### config.mk
export PLATFORM = sky130hd
export DESIGN_NAME = bram_b_streamer
export DESIGN_NICKNAME = d
export VERILOG_FILES = /design/src/rtl/bram_b_streamer.sv
export SDC_FILE = /design/constraint.sdc
export NUM_CORES = 1
export LEC_CHECK = 0
export CAP_MARGIN = 20
export CORE_MARGIN = 1.5
export CORE_UTILIZATION = 52
export DETAILED_ROUTE_END_ITERATION = 10
export PLACE_DENSITY = 0.81
export SETUP_SLACK_MARGIN = 0.05
export SYNTH_ARGS = -nofsm -noshare
export SYNTH_HDL_FRONTEND = slang
export SYNTH_SLANG_ARGS = --single-unit
### constraint.sdc
create_clock -name clk -period 3.8 [get_ports clk]
set_input_delay 0.57 -clock clk [delete_from_list [all_inputs] [get_ports clk]]
set_output_delay 0.57 -clock clk [all_outputs]
set_load 0.01 [all_outputs]
### src/rtl/bram_b_streamer.sv
// Burst reader: fetches a run of consecutive words from a BRAM port and
// streams them out on a valid/ready interface through a small skid FIFO.
module bram_b_streamer #(
  parameter int ADDR_W = 5,
  parameter int DATA_W = 32,
  parameter int RD_LAT = 1
) (
  input  logic              clk,
  input  logic              rst_n,
  input  logic              start,
  input  logic [ADDR_W-1:0] base_addr,
  input  logic [ADDR_W:0]   length,
  output logic              busy,
  output logic              done,
  output logic              bram_en,
  output logic              bram_we,
  output logic [ADDR_W-1:0] bram_addr,
  input  logic [DATA_W-1:0] bram_dout,
  output logic              m_valid,
  input  logic              m_ready,
  output logic [DATA_W-1:0] m_data,
  output logic              m_last
);

  localparam int DEPTH = RD_LAT + 1;
  localparam int CNT_W = ADDR_W + 1;
  localparam int OCC_W = $clog2(DEPTH + 1);
  localparam int PTR_W = $clog2(DEPTH);
  localparam logic [CNT_W-1:0] MAX_LEN = {1'b1, {ADDR_W{1'b0}}};

  typedef enum logic [1:0] {
    IDLE  = 2'd0,
    ISSUE = 2'd1,
    DRAIN = 2'd2,
    DONE  = 2'd3
  } state_t;

  state_t            state;
  logic [CNT_W-1:0]  len_q;
  logic [CNT_W-1:0]  issue_cnt;
  logic [CNT_W-1:0]  sent_cnt;
  logic [ADDR_W-1:0] addr_q;

  logic [DATA_W-1:0] fifo_mem [DEPTH];
  logic [PTR_W-1:0]  wr_ptr;
  logic [PTR_W-1:0]  rd_ptr;
  logic [OCC_W-1:0]  occ;
  logic [RD_LAT-1:0] rd_pipe;

  logic              pop;
  logic              capture;
  logic              can_issue;
  logic [OCC_W-1:0]  inflight;
  logic [OCC_W:0]    committed;

  // ---------------------------------------------------------------------------
  // Flow control: a read may only be launched if its word is guaranteed a FIFO
  // slot, counting words buffered, words still in the BRAM pipe, and the word
  // leaving this cycle.
  // ---------------------------------------------------------------------------
  // NOTE: every always_comb output gets a default first so no path leaves it
  // unassigned; otherwise synthesis infers a latch.
  always_comb begin
    inflight = '0;
    for (int i = 0; i < RD_LAT; i++) begin
      inflight = inflight + OCC_W'(rd_pipe[i]);
    end
  end

  assign m_valid   = (occ != '0);
  assign pop       = m_valid & m_ready;
  assign capture   = rd_pipe[RD_LAT-1];
  assign committed = {1'b0, occ} + {1'b0, inflight} - (OCC_W+1)'(pop);
  assign can_issue = (committed < (OCC_W+1)'(DEPTH));

  assign bram_en   = (state == ISSUE) && (issue_cnt != len_q) && can_issue;
  assign bram_we   = 1'b0;
  assign bram_addr = bram_en ? addr_q : '0;

  assign m_data    = m_valid ? fifo_mem[rd_ptr] : '0;
  assign m_last    = m_valid && (sent_cnt == len_q - CNT_W'(1));

  // ---------------------------------------------------------------------------
  // Burst control FSM
  // ---------------------------------------------------------------------------
  // NOTE: sequential state uses non-blocking assignments so every flop samples
  // pre-edge values regardless of statement order; later assignments win.
  always_ff @(posedge clk or negedge rst_n) begin
    if (!rst_n) begin
      state     <= IDLE;
      len_q     <= '0;
      issue_cnt <= '0;
      sent_cnt  <= '0;
      addr_q    <= '0;
      busy      <= 1'b0;
      done      <= 1'b0;
    end else begin
      done <= 1'b0;
      if (pop) begin
        sent_cnt <= sent_cnt + CNT_W'(1);
      end
      case (state)
        IDLE: begin
          if (start) begin
            addr_q    <= base_addr;
            issue_cnt <= '0;
            sent_cnt  <= '0;
            if (length == '0) begin
              len_q <= '0;
              state <= DONE;
              done  <= 1'b1;
            end else begin
              len_q <= (length > MAX_LEN) ? MAX_LEN : length;
              state <= ISSUE;
              busy  <= 1'b1;
            end
          end
        end
        ISSUE: begin
          if (bram_en) begin
            addr_q    <= addr_q + ADDR_W'(1);
            issue_cnt <= issue_cnt + CNT_W'(1);
            if (issue_cnt == len_q - CNT_W'(1)) begin
              state <= DRAIN;
            end
          end
        end
        DRAIN: begin
          // sent_cnt reaches len_q the cycle after the final handshake.
          if (sent_cnt == len_q) begin
            state <= DONE;
            busy  <= 1'b0;
            done  <= 1'b1;
          end
        end
        DONE: begin
          state <= IDLE;
        end
        default: begin
          state <= IDLE;
          busy  <= 1'b0;
        end
      endcase
    end
  end

  // ---------------------------------------------------------------------------
  // Read-return pipe and output FIFO control
  // ---------------------------------------------------------------------------
  always_ff @(posedge clk or negedge rst_n) begin
    if (!rst_n) begin
      rd_pipe <= '0;
      wr_ptr  <= '0;
      rd_ptr  <= '0;
      occ     <= '0;
    end else begin
      rd_pipe <= RD_LAT'({rd_pipe, bram_en});
      if (capture) begin
        wr_ptr <= (wr_ptr == PTR_W'(DEPTH - 1)) ? '0 : wr_ptr + PTR_W'(1);
      end
      if (pop) begin
        rd_ptr <= (rd_ptr == PTR_W'(DEPTH - 1)) ? '0 : rd_ptr + PTR_W'(1);
      end
      case ({capture, pop})
        2'b10:   occ <= occ + OCC_W'(1);
        2'b01:   occ <= occ - OCC_W'(1);
        default: occ <= occ;
      endcase
    end
  end

  // NOTE: the FIFO storage has no reset; emptiness is tracked by occ and
  // m_data is gated by m_valid, so stale contents are never visible.
  always_ff @(posedge clk) begin
    if (capture) begin
      fifo_mem[wr_ptr] <= bram_dout;
    end
  end

endmodule
# Word level (Yosys, flattened, before mapping)
# Memories as Yosys holds them, arrays and structs flattened.
# Index checks and enable logic that the tools add are counted.
# Widths: inputs -> output; s select.
word_totals:
  output_inout_bits: 43
  memories: 1
  regBits: 32
  ramBits: 64
memory_table:
  columns: ["memory", "words", "word_bits", "rd", "rd_clocked_by_memory_dff", "wr", "line_no", "text"]
  rows:
  - ["fifo_mem", 2, 32, 1, 0, 1, "44", "logic [DATA_W-1:0] fifo_mem [DEPTH];"]
classes:
  bitwise_logic: 1
  n_lt_le_gt_ge: 2
  reduce_logical: 13
  eq_ne: 14
  n_mux: 32
  addsub: 10
op_table:
  columns: ["operator", "n"]
  rows:
  - ["$mux 6", 7]
  - ["$mux 32", 1]
  - ["$eq 6x6->1", 3]
  - ["$mux 5", 3]
  - ["$add 6x1->6 const B", 2]
  - ["$pmux 6 s2", 1]
  - ["$mux 1", 10]
  - ["$mux 2", 5]
  - ["$pmux 5 s2", 1]
  - ["$ne 2x2->1 const B", 4]
  - ["$pmux 2 s4", 1]
  - ["$reduce_and 4->1", 2]
  - ["$reduce_bool 2->1", 4]
  - ["$eq 2x2->1 const B", 3]
  - ["$gt 6x6->1 const B", 1]
  - ["$logic_not 6->1", 1]
  - ["$ne 6x6->1", 1]
  - ["$sub 6x1->6 const B", 1]
  - ["$add 5x1->5 const B", 1]
  - ["$eq 2x1->1 const B", 2]
  - ["$pmux 1 s2", 2]
  - ["$pmux 2 s2", 1]
  - ["$add 2x1->3", 1]
  - ["$logic_and 1x1->1", 3]
  - ["other kinds (10)", 11]

# Depth between registers and ports, before layout
# Gate-level depths: netlist of run 1.
depth:
  word_depth: 7
  depth_mapped: 12

# Worst setup path before layout of run 1
# No wires, ideal clock.
synth_path:
  path_kind: "register -> output"
  startpoint: "reg occ[1]"
  endpoint: "out bram_addr[0]"
  arrival_time_ns: 2.264
  path_stages_with_launch: 10
  n_path_buf: 0
  slack_ns: 0.966
  path_cell_list: "dfrtp_1 > nor2_1 > inv_1 > nand2_1 > nor2_1 > fa_1 > xnor2_1 > nand3_1 > a31oi_4 > and2_1"
synth_via:
  elab_chain_cells: 6
  elab_cells_between_ends: 7
synth_lines:
  columns: ["item", "line_no", "text"]
  rows:
  - ["start: declaration", "47", "logic [OCC_W-1:0] occ;"]
  - ["start signal: assignment", "165", "2'b10: occ <= occ + OCC_W'(1);"]
  - ["start signal: assignment", "166", "2'b01: occ <= occ - OCC_W'(1);"]
  - ["$reduce_bool 2->1", "70", "assign m_valid = (occ != '0);"]
  - ["via m_valid", "19", "output logic m_valid,"]
  - ["$and 1x1->1", "71", "assign pop = m_valid & m_ready;"]
  - ["$sub 3x1->3", "73", "assign committed = {1'b0, occ} + {1'b0, inflight} - (OCC_W+1)'(pop);"]
  - ["$lt 3x2->1", "74", "assign can_issue = (committed < (OCC_W+1)'(DEPTH));"]
  - ["$logic_and 1x1->1", "76", "assign bram_en = (state == ISSUE) && (issue_cnt != len_q) && can_issue;"]
  - ["via bram_en", "15", "output logic bram_en,"]
  - ["$mux 5", "78", "assign bram_addr = bram_en ? addr_q : '0;"]
  - ["end: declaration", "17", "output logic [ADDR_W-1:0] bram_addr,"]
# The timed path passes the listed nets, and every way through them passes these cells.

# Worst setup path in the final report of run 1
layout_path:
  startpoint: "in m_ready"
  endpoint: "out bram_addr[2]"
layout_via:
  elab_chain_cells: 5
layout_lines:
  columns: ["item", "line_no", "text"]
  rows:
  - ["start: declaration", "20", "input logic m_ready,"]
  - ["$and 1x1->1", "71", null]
  - ["$sub 3x1->3", "73", null]
  - ["$lt 3x2->1", "74", null]
  - ["$logic_and 1x1->1", "76", null]
  - ["$mux 5", "78", null]
# No other way between the ends.

==> impl_metrics.ini, run 1 <==
[run_status]
status = complete, no violations

[die]
ios = 90
start_util_pct = 54.2
die_area_um2 = 9170
core_area_um2 = 8260
dieWidth_um = 95.8
die_height_um = 95.8
rows = 33

[cts]
cts_made_buffers = 9
cts_tree = done
cts_root_buf = clkbuf_8
path_clk_slew_ns = 0.09
clockBufferDepth = 2
cts.sinks = 96
clock_latency_ns = 0.36
htreeDepth = 3

[critical_path]
critPathMaxFanout = 7
reg2reg_to = addr_q[2]
critPathRequiredTime_ns = 3.23
critPathLaunchType = input pin
reg2reg_from = capture
end_kind = output pin
reg2reg_setup_slack_ns = 0.82
critical_path_class = in -> out
arrival_ns = 3.00
ff2ff_path_depth = 11

[layout]
area_growth_pct = 27.5
fin_cells = 574
layout_commonest_cell = clkdlybuf4s50_1
layout_common_cells = clkdlybuf4s50_1, edfxtp_1, nor2_1, mux2i_1, dfrtp_1
diodes = 0
fin_nets = 519
fillCellCount = 613
multi_input_area_um2 = 1640
seqCellArea_um2 = 2720
final_layout_size_suffix_gt1_share_pct = 8.53

[yosys]
synth_compound_area_share_pct = 7.21
ys_async_sr_fraction_pct = 33.3
synthAdderAreaFrac_pct = 2.40
synth_edf_count = 64
synth_xor_area_share_pct = 5.48
ys.flop_type = edfxtp_1
synth_mux_area_share_pct = 7.83
synth_top_family_by_area = simple AND/OR/NAND/NOR gates
ys_warn_count = 0
synth.net_count = 424
ys_types = 47
ys_seq_area_share_pct = 60.8
syn_avg_cell_area_um2 = 12.1
yosys.area_share.simple_pct = 13.4
synth_area_um2 = 4480
synth-seq-cells = 96
syn_inst = 369

[routing]
wirelength_um = 8950
via_count = 3082
wl_per_cell_um = 15.6
drtIter0Drc = 202
via_per_inst = 5.37
drt_pass1_iterations = 4
drcViolationCount = 0
ant_nets = 0

[worst_hold_path]
whs_endpoint = wr_ptr
min_from = wr_ptr
min_path_type = reg -> reg
min_path_cells = 1

[sta]
maxSlewViolCount = 0
tightestPinTransition_ns = 0.970
max_slew_margin_pct = 35.3
setup_viol = 0
hold_viol = 0
rsz0062_at_grt = false
period_share_pct = 94.0
min_period_ns = 3.57
fin_tns_setup_ns = 0
fin_worst_skew_ns = 0.0118
max_freq_ghz = 0.280

[pwr]
power_density_nw_per_um2 = 730
p_leak_nw = 2.22
ir_drop_mv = 0.369

[place]
hpwl_um = 6450
dp.cells = 556
io_buffer_count = 88
routabilityCongestion = 0.922

[global_route]
grt_max_degree = 34
grt_usage_pct = 20.8
grt_overflow = 0
grt_pass1_vias = 2974
grt_pass1_wl_um = 14300
grt_antenna_before_repair = 0

[job]
maxCapViolCount = 0
## synth_stat cells, types with 2 or more instances
cell type / number / area share (%)
xor2_1: 15 / 2.9
nand3b_1: 5 / 0.84
a21oi_1: 8 / 0.89
or4_1: 4 / 0.67
or2_2: 2 / 0.28
mux2i_1: 35 / 7.8
and2_1: 6 / 0.84
nor2_1: 52 / 4.4
ha_1: 7 / 2.0
nand2_1: 19 / 1.6
dfrtp_1: 32 / 18
nand2b_1: 6 / 0.84
edfxtp_1: 64 / 43
nor4_1: 2 / 0.28
nor3_1: 4 / 0.45
a32oi_1: 2 / 0.39
xnor2_1: 13 / 2.5
nor2b_1: 3 / 0.42
inv_1: 15 / 1.3
o21ai_0: 19 / 2.1
nand3_1: 18 / 2.0
clkbuf_1: 12 / 1.0
buf_4: 2 / 0.34
## logic make-up after synthesis
group                    after synthesis
adder cells (fa/ha/maj)                8
multiplexers                          35
XOR/XNOR                              28
buffers and inverters                 30
AND/OR/NAND/NOR                      125
AO/OA/AOI/OAI                         46
other                                  1
flip-flops                            96
## sequential cells by signal, summed over array words and instances, names as in the netlist
| signal | count |
|---|---|
| busy | 1 |
| addr_q | 5 |
| occ | 2 |
| sent_cnt | 6 |
| len_q | 6 |
| state | 2 |
| capture | 1 |
| rd_ptr | 1 |
| fifo_mem | 64 |
| done | 1 |
| issue_cnt | 6 |
| wr_ptr | 1 |
## critical path, cell delays in order
cell             delay (ns)
clkdlybuf4s50_1        0.51
nor2b_1                0.14
o21ai_0                0.12
fa_1                   0.42
xnor2_1                0.14
nand3_1                0.13
a31oi_4                0.26
and2_1                 0.18
clkdlybuf4s50_1        0.53
## area by class of cell
cell class              count  area share [%]
repair buffers             99            17.0
flip-flops and latches     96            47.7
inverters                  15           0.987
clock inverters             7            1.07
clock buffers               9            2.17
well taps                 105            2.30
multi-input cells         243            28.7
## power breakdown
part | total (mW) | internal (mW) | switching [mW]
combinational | 1.90 | 0.965 | 0.931
clock | 0.630 | 0.253 | 0.376
sequential | 1.64 | 1.35 | 0.293
total | 4.17 | 2.56 | 1.60
## worst max-delay path by stage
stage / startpoint / to / slack (ns) / cells past startpoint
global placement: m_ready / bram_addr[0] / 0.27 / 9
floorplan: occ[1] / bram_addr[0] / 0.97 / 9
detailed placement: m_ready / bram_addr[3] / 0.19 / 9
finish: m_ready / bram_addr[2] / 0.23 / 9
CTS: m_ready / bram_addr[3] / 0.18 / 9
global route: m_ready / bram_addr[3] / 0.05 / 9
## through the flow
stage / hold WS [ns] / cell area, um2 / worst slack [ns] / util (%) / power [mW]
floorplan: 0.274 / 4480 / 0.966 / - / 2.78
global placement: 0.485 / 5490 / 0.270 / 66.5 / 3.47
detailed placement: 0.507 / 5500 / 0.187 / 66.7 / 3.55
CTS: 0.519 / 5690 / 0.182 / 68.9 / 4.17
global route: 0.549 / 5710 / 0.0476 / 69.1 / 4.46
finish: 0.515 / 5710 / 0.227 / 69.1 / 4.17
## per-layer routing
layer,up-vias,share of wire (%),global-route usage (%),wire length (um)
met5,-,0,0,0
met4,0,0.52,4.78,47
met3,4,5.1,4.90,456
met2,75,51,35.8,4580
met1,1495,43,26.7,3870
li1,1508,-,-,-
## repair_timing
action	CTS	global route
setup endpoints to repair	0	5
setup buffers	0	1
hold buffers	0	0
resized for setup	0	1
No activity file was read; power rests on OpenSTA's default activity.
==> run 2, diff against run 1 <==
--- a/config.mk
+++ b/config.mk
@@ -5,7 +5,7 @@
 export SDC_FILE = /design/constraint.sdc
 export NUM_CORES = 1
 export LEC_CHECK = 0
-export CAP_MARGIN = 20
+export CAP_MARGIN = 5
 export CORE_MARGIN = 1.5
 export CORE_UTILIZATION = 52
 export DETAILED_ROUTE_END_ITERATION = 10
==> impl_metrics.ini, run 2 (synthesis results as in run 1) <==
[run_status]
status = complete, no violations

[layout]
layout_common_cells = clkdlybuf4s50_1, edfxtp_1, nor2_1, mux2i_1, dfrtp_1
fillCellCount = 610
fin_cells = 572
fin_nets = 517
layout_commonest_cell = clkdlybuf4s50_1
diodes = 0
post-route-util_pct = 68.8
area_growth_pct = 27.0
largest_register_ffs = 64
final_layout_size_suffix_gt1_share_pct = 8.35
regMostFlops = fifo_mem
final_cell_area_um2 = 5680

[cts]
cts_made_buffers = 9
clock_latency_ns = 0.36
cts_root_buf = clkbuf_8
clockBufferDepth = 2
cts.sinks = 96
cts_tree = done
htreeDepth = 3
path_clk_slew_ns = 0.09

[die]
rows = 33
dieWidth_um = 95.8
core_area_um2 = 8260
ios = 90
die_height_um = 95.8
die_area_um2 = 9170
start_util_pct = 54.2

[sta]
rsz0062_at_grt = false
hold_viol = 0
setup_viol = 0
setup_slack_ns = 0.207
max_slew_margin_pct = 21.8
max_freq_ghz = 0.278
fin_tns_setup_ns = 0
maxSlewViolCount = 0
period_share_pct = 94.6
fin_worst_skew_ns = 0.0106
tightestPinTransition_ns = 1.17
min_period_ns = 3.59
holdWs_ns = 0.510

[place]
dp.cells = 555
hpwl_um = 6320
place_ws_ns = 0.199
io_buffer_count = 88
placed_area_um2 = 5490
routabilityCongestion = 0.922

[job]
maxCapViolCount = 0

[routing]
drtIter0Drc = 135
wl_per_cell_um = 15.4
drcViolationCount = 0
via_count = 3077
drt_pass1_iterations = 4
via_per_inst = 5.38
wirelength_um = 8830
ant_nets = 0

[worst_hold_path]
min_path_type = reg -> reg
min_path_cells = 1
min_from = wr_ptr
whs_endpoint = wr_ptr

[critical_path]
reg2reg_setup_slack_ns = 0.82
crit_chain = clkdlybuf4s50_1 > nor2b_1 > o21ai_0 > fa_1 > xnor2_1 > nand3_1 > a31oi_4 > and2_1 > clkdlybuf4s50_1
reg2reg_to = issue_cnt[4]
critPathMostFrequentCell = clkdlybuf4s50_1
reg2reg_from = occ[1]
critPathLaunchType = input pin
end_kind = output pin
arrival_ns = 3.02
ff2ff_path_depth = 13
slowest_delay_ns = 0.54
critPathMaxFanout = 7
critPathRequiredTime_ns = 3.23
critical_path_class = in -> out
crit_path_top_delay_cell = clkdlybuf4s50_1

[global_route]
grt_pass1_wl_um = 14200
grt_antenna_before_repair = 0
grt_usage_pct = 20.6
grt_overflow = 0
grt_max_degree = 34
grt_pass1_vias = 3018

[pwr]
ir_drop_mv = 0.384
p_leak_nw = 2.21
finalPower_mw = 4.15
power_density_nw_per_um2 = 730
## run 2: cell types whose count changed in the layout (fill, tap and decap cells not counted)
cell	previous run	this run
buf_4	10	9
buf_8	1	0
clkinv_2	0	1
clkinvlp_4	0	1
inv_6	3	2
clkinv_1	1	0
## run 2: metal layers
metal  up-vias  part of all wire [%]  global-route usage (%)
met5         -                     0                       0
met4         0                  0.99                    5.27
met3        12                   4.6                    5.06
met2        81                    50                    35.8
met1      1487                    44                    25.9
li1       1497                     -                       -
## run 2: how the worst max path moves through the flow
stage | start | slack, ns | end | depth (start not counted)
after CTS | m_ready | 0.19 | bram_addr[2] | 9
after detailed placement | m_ready | 0.20 | bram_addr[3] | 9
after global routing | m_ready | 0.05 | bram_addr[1] | 9
after floorplan | occ[1] | 0.97 | bram_addr[0] | 9
final | m_ready | 0.21 | bram_addr[2] | 9
after global placement | m_ready | 0.27 | bram_addr[0] | 9
## run 2: repair_timing
| item | 4_1_cts | 5_1_grt |
|---|---|---|
| hold buffers | 0 | 0 |
| hold endpoints to repair | 0 | 0 |
| setup buffers | 0 | 1 |
| gates resized for setup | 0 | 1 |
| endpoints found under the setup margin | 0 | 5 |
## run 2: cell type report
| class | count | area, um2 | share of cell area (%) |
|---|---|---|---|
| Timing Repair Buffer | 97 | 948 | 16.7 |
| Tap cell | 105 | 131 | 2.31 |
| Inverter | 15 | 56.3 | 0.991 |
| Clock buffer | 9 | 124 | 2.18 |
| Clock inverter | 7 | 61.3 | 1.08 |
| Sequential cell | 96 | 2720 | 47.9 |
| Multi-Input combinational cell | 243 | 1640 | 28.8 |
## run 2: worst max-delay path, delay by kind of cell
family,cells,cell delay (ns)
buffers and inverters,2,1.05
and+or+nand+nor,3,0.46
adders and majority gates,1,0.42
AOI/OAI and AO/OA,2,0.40
xor gates and xnor gates,1,0.14
## run 2: power breakdown
group / total (mW) / switching, mW / internal (mW)
combinational: 1.89 / 0.932 / 0.959
sequential: 1.63 / 0.288 / 1.35
clock: 0.625 / 0.373 / 0.252
